**src/rtl/const_op_pkg.sv**
```systemverilog
// Shared types and constants for the constant-operation driver.
// Contents:
//   drv_state_t  - driver FSM states (IDLE, DRIVE, CAPTURE, RESP)
//   OP_ADD/OP_SUB - encodings of the datapath operation select
//   CONST_TABLE  - constants selected by MyConstantSelect
//   const_cmd_t  - one command as presented on the command port
package const_op_pkg;

    typedef enum logic [1:0] {
        IDLE    = 2'd0,
        DRIVE   = 2'd1,
        CAPTURE = 2'd2,
        RESP    = 2'd3
    } drv_state_t;

    localparam logic OP_ADD = 1'b0;
    localparam logic OP_SUB = 1'b1;

    localparam logic [7:0] CONST_TABLE [4] = '{8'd1, 8'd2, 8'd4, 8'd8};

    typedef struct packed {
        logic [7:0] data;
        logic [1:0] sel;
        logic       op;
        logic       chain;
    } const_cmd_t;

endpackage

```
**src/rtl/const_op_model.sv**
```systemverilog
// Combinational reference of the constant-operation datapath.
// Computes a_i +/- CONST_TABLE[sel_i] nine bits wide; bit 8 is the carry
// on add and the borrow on subtract.
// Ports:
//   a_i      - operand A
//   sel_i    - constant select
//   op_i     - OP_ADD / OP_SUB
//   result_o - 9-bit expected result
module const_op_model
    import const_op_pkg::*;
(
    input  logic [7:0] a_i,
    input  logic [1:0] sel_i,
    input  logic       op_i,
    output logic [8:0] result_o
);

    logic [8:0] a_ext;
    logic [8:0] c_ext;

    assign a_ext    = {1'b0, a_i};
    assign c_ext    = {1'b0, CONST_TABLE[sel_i]};
    assign result_o = (op_i == OP_SUB) ? (a_ext - c_ext) : (a_ext + c_ext);

endmodule

```
**src/rtl/const_op_driver.sv**
```systemverilog
// Initiator for the 8-bit constant-operation datapath.
// Accepts a command, holds the datapath operands stable for SETTLE_CYCLES,
// captures the datapath result and offers it on the response port.
// Chained commands reuse the last captured result as operand A.
// Optional build macro CONST_OP_CHECK_EN adds rsp_mismatch / rsp_carry,
// produced from an internal const_op_model checker.
// Ports:
//   clk, reset                     - clock, synchronous active-high reset
//   cmd_valid/cmd_ready            - command handshake
//   cmd_data/sel/op/chain          - command fields
//   dp_input/dp_const_sel/dp_operation - datapath operand drives
//   dp_output                      - datapath result (combinational)
//   rsp_valid/rsp_ready/rsp_data   - response handshake and data
//   op_count                       - consumed responses, wrapping
//   rsp_mismatch, rsp_carry        - only with CONST_OP_CHECK_EN
module const_op_driver
    import const_op_pkg::*;
#(
    parameter int unsigned SETTLE_CYCLES = 2,
    parameter int unsigned CNT_W         = 16
) (
    input  logic             clk,
    input  logic             reset,
    input  logic             cmd_valid,
    output logic             cmd_ready,
    input  logic [7:0]       cmd_data,
    input  logic [1:0]       cmd_sel,
    input  logic             cmd_op,
    input  logic             cmd_chain,
    output logic [7:0]       dp_input,
    output logic [1:0]       dp_const_sel,
    output logic             dp_operation,
    input  logic [7:0]       dp_output,
    output logic             rsp_valid,
    input  logic             rsp_ready,
    output logic [7:0]       rsp_data,
    output logic [CNT_W-1:0] op_count
`ifdef CONST_OP_CHECK_EN
    ,
    output logic             rsp_mismatch,
    output logic             rsp_carry
`endif
);

    localparam logic [3:0] SettleLoad = 4'(SETTLE_CYCLES - 1);
    localparam logic [CNT_W-1:0] CntOne = {{(CNT_W-1){1'b0}}, 1'b1};

    drv_state_t       state_q, state_d;
    logic [3:0]       settle_q, settle_d;
    logic [7:0]       dp_input_q, dp_input_d;
    logic [1:0]       dp_sel_q, dp_sel_d;
    logic             dp_op_q, dp_op_d;
    // The captured response doubles as the "last result" for chaining:
    // both are written in CAPTURE and reset to 0 together.
    logic [7:0]       rsp_data_q, rsp_data_d;
    logic [CNT_W-1:0] op_count_q, op_count_d;
    const_cmd_t       cmd;

    assign cmd = '{data: cmd_data, sel: cmd_sel, op: cmd_op, chain: cmd_chain};

    always_comb begin
        state_d    = state_q;
        settle_d   = settle_q;
        dp_input_d = dp_input_q;
        dp_sel_d   = dp_sel_q;
        dp_op_d    = dp_op_q;
        rsp_data_d = rsp_data_q;
        op_count_d = op_count_q;
        unique case (state_q)
            IDLE: begin
                if (cmd_valid) begin
                    dp_input_d = cmd.chain ? rsp_data_q : cmd.data;
                    dp_sel_d   = cmd.sel;
                    dp_op_d    = cmd.op;
                    settle_d   = SettleLoad;
                    state_d    = DRIVE;
                end
            end
            DRIVE: begin
                if (settle_q == 4'd0) begin
                    state_d = CAPTURE;
                end else begin
                    settle_d = settle_q - 4'd1;
                end
            end
            CAPTURE: begin
                rsp_data_d = dp_output;
                state_d    = RESP;
            end
            RESP: begin
                if (rsp_ready) begin
                    op_count_d = op_count_q + CntOne;
                    state_d    = IDLE;
                end
            end
            default: state_d = IDLE;
        endcase
    end

    always_ff @(posedge clk) begin
        if (reset) begin
            state_q    <= IDLE;
            settle_q   <= 4'd0;
            dp_input_q <= 8'd0;
            dp_sel_q   <= 2'd0;
            dp_op_q    <= 1'b0;
            rsp_data_q <= 8'd0;
            op_count_q <= '0;
        end else begin
            state_q    <= state_d;
            settle_q   <= settle_d;
            dp_input_q <= dp_input_d;
            dp_sel_q   <= dp_sel_d;
            dp_op_q    <= dp_op_d;
            rsp_data_q <= rsp_data_d;
            op_count_q <= op_count_d;
        end
    end

    assign cmd_ready    = (state_q == IDLE);
    assign rsp_valid    = (state_q == RESP);
    assign rsp_data     = rsp_data_q;
    assign dp_input     = dp_input_q;
    assign dp_const_sel = dp_sel_q;
    assign dp_operation = dp_op_q;
    assign op_count     = op_count_q;

`ifdef CONST_OP_CHECK_EN
    logic [8:0] model_res;
    logic       mismatch_q;
    logic       carry_q;

    const_op_model u_model (
        .a_i      (dp_input_q),
        .sel_i    (dp_sel_q),
        .op_i     (dp_op_q),
        .result_o (model_res)
    );

    // Flags are captured alongside rsp_data so they stay aligned with it.
    always_ff @(posedge clk) begin
        if (reset) begin
            mismatch_q <= 1'b0;
            carry_q    <= 1'b0;
        end else if (state_q == CAPTURE) begin
            mismatch_q <= (model_res[7:0] != dp_output);
            carry_q    <= model_res[8];
        end
    end

    assign rsp_mismatch = mismatch_q;
    assign rsp_carry    = carry_q;
`else
    // No checker in this build.
`endif

endmodule

```
**config.mk**
```make
export PLATFORM = sky130hd
export DESIGN_NAME = const_op_driver
export DESIGN_NICKNAME = d
export VERILOG_FILES = /design/src/rtl/const_op_pkg.sv /design/src/rtl/const_op_model.sv /design/src/rtl/const_op_driver.sv
export SDC_FILE = /design/constraint.sdc
export NUM_CORES = 1
export LEC_CHECK = 0
export ABC_AREA = 1
export CAP_MARGIN = 20
export CORE_ASPECT_RATIO = 1.1
export CORE_UTILIZATION = 50
export DETAILED_ROUTE_END_ITERATION = 8
export MAX_ROUTING_LAYER = met4
export PLACE_DENSITY = 0.95
export SKIP_LAST_GASP = 1
export SYNTH_ARGS = -nofsm -noshare
export SYNTH_HDL_FRONTEND = slang
export SYNTH_SLANG_ARGS = --single-unit
```
**constraint.sdc**
```tcl
create_clock -name clk -period 3.62 [get_ports clk]
set_clock_uncertainty 0.2 [all_clocks]
set_input_delay 0.724 -clock clk [delete_from_list [all_inputs] [get_ports clk]]
set_output_delay 0.724 -clock clk [all_outputs]
set_load 0.02 [all_outputs]
```
* Yosys cells after proc, flatten, opt, wreduce, memory -nomap -nowiden
Index checks and enable logic that the tools add are counted.
Operators by class: $mul 0, bitwise gates (word level) 0, div/mod/pow operators 0, magnitude comparators 0, reductions and logical operators 7, eq/ne operators 7, add/sub/neg operators 2, shifts and indexed selects 0, muxes and demuxes 8
Operators by type and width (number):
- 16-bit by 1-bit adder with 16-bit output (second input constant) | 1
- 4-bit 2-to-1 mux | 2
- 8-bit 2-to-1 mux | 1
- 2-bit case mux with 4 select lines | 1
- 4-bit case mux with 2 select lines | 1
- 2-bit 2-to-1 mux | 3
- 2-bit inequality test (second input constant) | 3
- 3-bit AND reduction | 2
- 2-bit == test (second input constant) | 2
- 4-bit logical NOT | 1
- 2-bit AND reduction | 2
- 4-bit by 1-bit subtractor with 4-bit output (second input constant) | 1
- 2-bit by 1-bit == test with 1-bit output (second input constant) | 1
- 2-bit logical NOT | 1
- 2-bit by 1-bit inequality test with 1-bit output (second input constant) | 1
- 2-bit nonzero test | 1
Storage, ports and cells: RAM bits 0, bits in registers 41, memories kept 0, word-level logic and storage cells 31, input bits 24, ROM bits 0, bits in latches 0

* Logic depth before layout (Yosys ltp)
Gate-level depths: netlist of the first run.
word-level depth 3, mapped depth 9, gate-level depth less buffers 9

* Least setup slack after synthesis of the first run
OpenSTA, ideal clock, no wires.
kind reg-to-reg, from register state_q[0], to register op_count_q[13] (netlist: op_count[13]), data required time 3.305 ns, data arrival time 1.342 ns, slack 1.963 ns, path buffers 0, setup time 0.115 ns, cell stages (with the launch flop) 9, cell sequence dfxtp_1 > ha_1 > nand2_2 > nor2_1 > nand2_1 > nor2_2 > nand3_1 > nand2_1 > nor2_1
Between the ends: longest elaborated chain between the ends 2
Ends and longest elaborated chain:
- start: declaration | line const_op_driver.sv:48 | drv_state_t state_q, state_d;
- start signal: assignment | line const_op_driver.sv:110 | state_q <= state_d;
- 2-bit == test
- net rsp_valid | line const_op_driver.sv:34 | output logic rsp_valid,
- 2-bit AND reduction (no source line)
- end signal: assignment | line const_op_driver.sv:116 | op_count_q <= op_count_d;
- end: declaration | line const_op_driver.sv:56 | logic [CNT_W-1:0] op_count_q, op_count_d;
The timed path passes the listed nets, and every way through them passes these cells. A chain may end at the register's enable or synchronous reset.

* Worst setup path after layout of the first run
from register state_q[0], to output port cmd_ready
Between the ends: longest elaborated chain between the ends 1
Ends and longest elaborated chain:
- 2-bit logical NOT | line const_op_driver.sv:120 | assign cmd_ready = (state_q == IDLE);
- end: declaration | line const_op_driver.sv:25 | output logic cmd_ready,
Every way passes these cells.

==> flow_metrics.tcl, run 1 <==
set metrics [dict create \
    status "complete, no violations" \
    slowest_stage "clkdlybuf4s50_1" \
    grt_pass1_vias 1749 \
    core.rowCount 23 \
    power_uw 1600 \
    clk_pin_slew_worst_paths_ns 0.08 \
    crit_chain "inv_1 -> ha_1 -> clkdlybuf4s50_1" \
    setup_viol 0 \
    wirelength_um 4600 \
    pwr-share-seq_pct 38.4 \
    drt_iter0_drc 132 \
    yosys-top-cells-count "60 x nand2_1, 50 x nor2_1, 41 x dfxtp_1" \
    fp.dieH_um 67.8 \
    arrival_ns 1.59 \
    min_path_type "reg2reg" \
    power_density_mw_per_mm2 591 \
    swShare_pct 36.4 \
    p_clk_share_pct 22.0 \
    synth_area_leaders "dfxtp_1 42%, nand2_1 11%, nor2_1 9.5%" \
    cp_data_required_time_ns 2.70 \
    ant_nets 0 \
    rsz0062_at_grt "false" \
    cts_hold_buffers 0 \
    pin_count 61 \
    critPathBufInv 2 \
    syn_to_final_growth_pct 37.7 \
    maxSlewViolCount 0 \
    drive_gt1_share_pct 6.30 \
    synth_ff_type "dfxtp_1" \
    die_area_mm2 0.00419 \
    end_kind "output pin" \
    power.internal_uw 1020 \
    grt_first_pass_wirelength_um 7510 \
    cp_slowest_stage_delay_ns 0.63 \
    cts_root_buffer "clkbuf_8" \
    min_period_ns 2.51 \
    path_delay_family "buffers and inverters" \
    first_pass_iters 4 \
    synth_cell_type_count 23 \
    cts_resized 0 \
    vias_per_cell 5.08 \
    hold_violations 0 \
    grt_max_degree 36 \
    max_cap_violations 0 \
    cts_tree "done" \
    clock_sinks 41 \
    ys_seq_elements 41 \
    max_slew_margin_pct 64.5 \
    yosysMostFrequentCell "nand2_1" \
    wl_per_cell_um 11.5 \
    grt_use_total_pct 25.1 \
    die_w_um 61.8 \
    layout.nets 379 \
    yosys_warnings 0 \
    port_buffers 60 \
    synth_area_leader_cell "dfxtp_1" \
    ir_worst_vdd_mv 0.503 \
    max_freq_ghz 0.398 \
    core_area_mm2 0.00371 \
    drc 0 \
    fill_cells 291 \
    start_util_pct 52.9 \
    period_share_pct 69.3 \
    tns_ns 0 \
    h-tree-depth 2 \
    finalWeightedCongestion 0.900 \
    worstPathMaxFanout 5 \
    synth-edff-count 0 \
    p_comb_share_pct 39.7 \
    insertion_delay_ns 0.29 \
    crit_type "reg2out" \
    overflow 0 \
    syn-cell-area_mm2 0.00197 \
    antenna_found_initial 0 \
    vias 2027 \
    numCtsBuffers 5 \
    switchingPower_uw 582 \
    postSynthCellCount 288 \
    antennaDiodeCount 0 \
    start_kind "flip-flop" \
    yosys.area.top_type_share_pct 41.8 \
    post_cts_buffers 0 \
    post_synth.cell_area_avg_um2 6.83 \
    synth_nets 318 \
    clockBufferDepth 2 \
    worstMarginPinSlew_ns 0.531 \
    async_flop_share_pct 0 \
    hpwlAfterDp_um 3450 \
    leakagePower_uw 0.00112 \
    ys_seq_area_share_pct 41.8 \
]
-- path summary, 6_finish.rpt --
check	cells past startpoint	slack (ns)	endpoint	start
max reg2reg	8	1.90	op_count[15]	state_q[0]
max	3	1.11	cmd_ready	state_q[0]
min	2	0.29	dp_const_sel[1]	dp_const_sel[1]
min reg2reg	2	0.29	dp_const_sel[1]	dp_const_sel[1]
-- worst register-to-register path: stages (launching register included) --
cell and delay [ns]:
dfxtp_1 0.36, ha_1 0.26, nand2_2 0.15, nor2_1 0.16, nand3_1 0.11, nor2_1 0.19, nand3_1 0.10, nand2_1 0.07
nor2_1 0.04
-- power groups by stage --
stage	sequential, uW	clock, uW	combinational (uW)
4_1_cts	613	364	639
5_1_grt	626	390	705
6_report	614	352	634
2_1_floorplan	696	0	303
3_3_place_gp	621	0	613
3_5_place_dp	621	0	632
-- per-stage QoR --
stage / hold slack (ns) / instances / setup slack [ns] / util, % / area, um^2
global route: 0.326 / 399 / 1.02 / 72.9 / 2710
floorplan: 0.290 / 288 / 1.96 / - / 1970
detailed placement: 0.278 / 392 / 1.22 / 70.1 / 2600
finish: 0.295 / 399 / 1.11 / 72.9 / 2710
CTS: 0.296 / 399 / 1.09 / 72.9 / 2710
global placement: 0.270 / 392 / 1.32 / 70.1 / 2600
-- registers in the layout, summed over array words and instances (netlist names) --
| signal | cells |
|---|---|
| op_count | 16 |
| dp_input | 8 |
| rsp_data | 8 |
| settle_q | 4 |
| dp_const_sel | 2 |
| state_q | 2 |
| dp_operation | 1 |
-- cell usage in the layout, fill, tap and decap left out, types with 2 or more instances in the layout --
master / count
nand3_1: 22
nor3_1: 6
inv_2: 7
ha_1: 6
o211ai_1: 8
o21ai_0: 12
nor2_2: 4
dfxtp_1: 41
clkbuf_8: 5
nand2_1: 60
o21ai_1: 10
a21oi_1: 11
nand4_1: 2
nand2_2: 2
nor2_1: 50
clkdlybuf4s50_1: 60
inv_1: 35
-- metal layers --
layer | global-route usage (%) | share of wire, %
met2 | 42.7 | 51
met4 | 8.06 | 1.2
met3 | 7.66 | 5.5
met1 | 27.6 | 42
met5 | - | 0
-- kinds of logic after synthesis --
logic type | synth area share (%)
flip-flops | 41.8
adder cells (fa/ha/maj) | 3.82
AND/OR/NAND/NOR | 32.1
AO/OA/AOI/OAI | 12.9
buffers and inverters | 9.36
-- final cells by class --
| cell class | count | area (um^2) | share of cell area (%) |
|---|---|---|---|
| sequential | 41 | 821 | 30.3 |
| timing repair buffer | 60 | 601 | 22.2 |
| clock buffer | 5 | 68.8 | 2.54 |
| tap | 50 | 62.6 | 2.31 |
| multi-input combinational | 199 | 961 | 35.5 |
| clock inverter | 2 | 35.0 | 1.29 |
| inverter | 42 | 158 | 5.83 |
(Power assumes the default switching activity.)
==> run 2: changes to the inputs <==
--- a/config.mk
+++ b/config.mk
@@ -8,10 +8,10 @@
 export ABC_AREA = 1
 export CAP_MARGIN = 20
 export CORE_ASPECT_RATIO = 1.1
-export CORE_UTILIZATION = 50
+export CORE_UTILIZATION = 42
 export DETAILED_ROUTE_END_ITERATION = 8
 export MAX_ROUTING_LAYER = met4
-export PLACE_DENSITY = 0.95
+export PLACE_DENSITY = 0.86
 export SKIP_LAST_GASP = 1
 export SYNTH_ARGS = -nofsm -noshare
 export SYNTH_HDL_FRONTEND = slang
==> constraint.sdc (replaced) <==
create_clock -name clk -period 2 [get_ports clk]
set_clock_uncertainty 0.2 [all_clocks]
set_input_delay 0.4 -clock clk [delete_from_list [all_inputs] [get_ports clk]]
set_output_delay 0.4 -clock clk [all_outputs]
set_load 0.02 [all_outputs]
==> flow_metrics.tcl, run 2 (same netlist as run 1, synthesis figures left out) <==
set metrics [dict create \
    pin_count 61 \
    power_density_mw_per_mm2 1100 \
    max_cap_violations 0 \
    end_kind "output pin" \
    grt_max_degree 23 \
    cts_tree "done" \
    port_buffers 60 \
    post_cts_buffers 0 \
    arrival_ns 1.33 \
    wl_per_cell_um 11.7 \
    clk_pin_slew_worst_paths_ns 0.08 \
    final.setup.worst_slack_ns 0.0707 \
    slowest_stage "clkdlybuf4s50_1" \
    worstMarginPinSlew_ns 0.336 \
    layout.nets 385 \
    numCtsBuffers 5 \
    hpwlAfterDp_um 3470 \
    worstPathMaxFanout 5 \
    period_share_pct 96.5 \
    antennaDiodeCount 0 \
    hold_violations 0 \
    insertion_delay_ns 0.30 \
    final_common_cell "nand2_1" \
    drc 0 \
    final_util_pct 64.1 \
    start_kind "flip-flop" \
    core.rowCount 25 \
    h-tree-depth 2 \
    antenna_found_initial 0 \
    grt_pass1_vias 1896 \
    syn_to_final_growth_pct 42.8 \
    setup_viol 0 \
    fp.dieH_um 73.8 \
    cp_data_required_time_ns 1.40 \
    start_util_pct 44.9 \
    reg2reg_slack_ns 0.28 \
    die_area_mm2 0.00496 \
    wirelength_um 4780 \
    finalWeightedCongestion 0.828 \
    ir_worst_vdd_mv 0.615 \
    power_uw 3080 \
    drive_gt1_share_pct 8.15 \
    grt_first_pass_wirelength_um 7910 \
    die_w_um 67.2 \
    vias 2043 \
    critPathBufInv 1 \
    maxSlewViolCount 0 \
    ant_nets 0 \
    holdWs_ns 0.292 \
    overflow 0 \
    clock_sinks 41 \
    dr_wl_met3_um 315 \
    cts_hold_buffers 0 \
    max_freq_ghz 0.518 \
    max_slew_margin_pct 77.6 \
    cts_root_buffer "clkbuf_8" \
    final_cell_mix "60 x nand2_1, 50 x nor2_1, 49 x clkdlybuf4s50_1, 41 x dfxtp_1, 35 x inv_1" \
    grt_use_total_pct 21.5 \
    pre_cts_ws_ns 0.0354 \
    tns_ns 0 \
    leakagePower_uw 0.00133 \
    rsz0062_at_grt "false" \
    clockBufferDepth 2 \
    status "complete, no violations" \
    vias_per_cell 4.98 \
    wl_met1_um 2060 \
    core_area_mm2 0.00438 \
    path_delay_family "buffers and inverters" \
    route.met2.wl_um 2340 \
    largest_register_ffs 16 \
    cp_slowest_stage_delay_ns 0.63 \
    top_layer "met4" \
    min_path_type "reg2reg" \
    min_period_ns 1.93 \
    drt_iter0_drc 108 \
    first_pass_iters 4 \
    crit_type "reg2out" \
    crit_chain "clkdlybuf4s50_1" \
]
[run 2: changes by cell type in the layout (fill, tap and decap cells not counted)]
cell / delta
buf_4: +6
clkdlybuf4s50_1: -11
bufinv_16: +1
inv_6: +1
dlygate4sd2_1: +3
dlymetal6s2s_1: +8
clkinv_2: -1
[run 2: worst register-to-register path: stages (launching register included)]
cell,delay (ns)
dfxtp_1,0.37
ha_1,0.21
buf_4,0.14
nand2_2,0.10
nor2_1,0.14
nand2_1,0.08
nor2_2,0.17
nand3_1,0.10
nand2_1,0.08
nor2_1,0.04
[run 2: area by class of cell]
class                   instances  area [um^2]
flip-flops and latches         41          821
fillers                       400         1570
clock buffers                   5         68.8
clock inverters                 3         68.8
well taps                      54         67.6
multi-input cells             199          961
repair buffers                 66          662
inverters                      42          158
[run 2: metrics by stage]
| step | instance area (um^2) | cells |
|---|---|---|
| after detailed placement | 2650 | 402 |
| after global placement | 2650 | 402 |
| after CTS | 2790 | 410 |
| after global routing | 2810 | 410 |
| final | 2810 | 410 |
| after floorplan | 1970 | 288 |
[run 2: report_power, final]
| group | internal [uW] | leakage (uW) | total (uW) | switching [uW] |
|---|---|---|---|---|
| Sequential | 991 | 0.000335 | 1110 | 118 |
| Clock | 503 | 0.0000687 | 818 | 315 |
| Combinational | 498 | 0.000925 | 1150 | 655 |
| Total | 1990 | 0.00133 | 3080 | 1090 |
[run 2: final timing paths]
kind | endpoint | from | depth (start not counted)
setup / recovery | op_count[13] | op_count[13] | 1
hold / removal | dp_const_sel[0] | dp_const_sel[0] | 2
setup reg to reg | op_count[13] | state_q[0] | 9
hold reg to reg | dp_const_sel[0] | dp_const_sel[0] | 2
[run 2: routing by layer]
layer,vias up,global-route usage [%]
met2,78,38.3
met5,-,-
met1,904,23.0
li1,1051,-
met4,0,5.44
met3,10,6.06
[run 2: repair_timing]
action                     4_1_cts  5_1_grt
resized for setup                3        8
gates cloned                     0        0
setup endpoints to repair        3        8
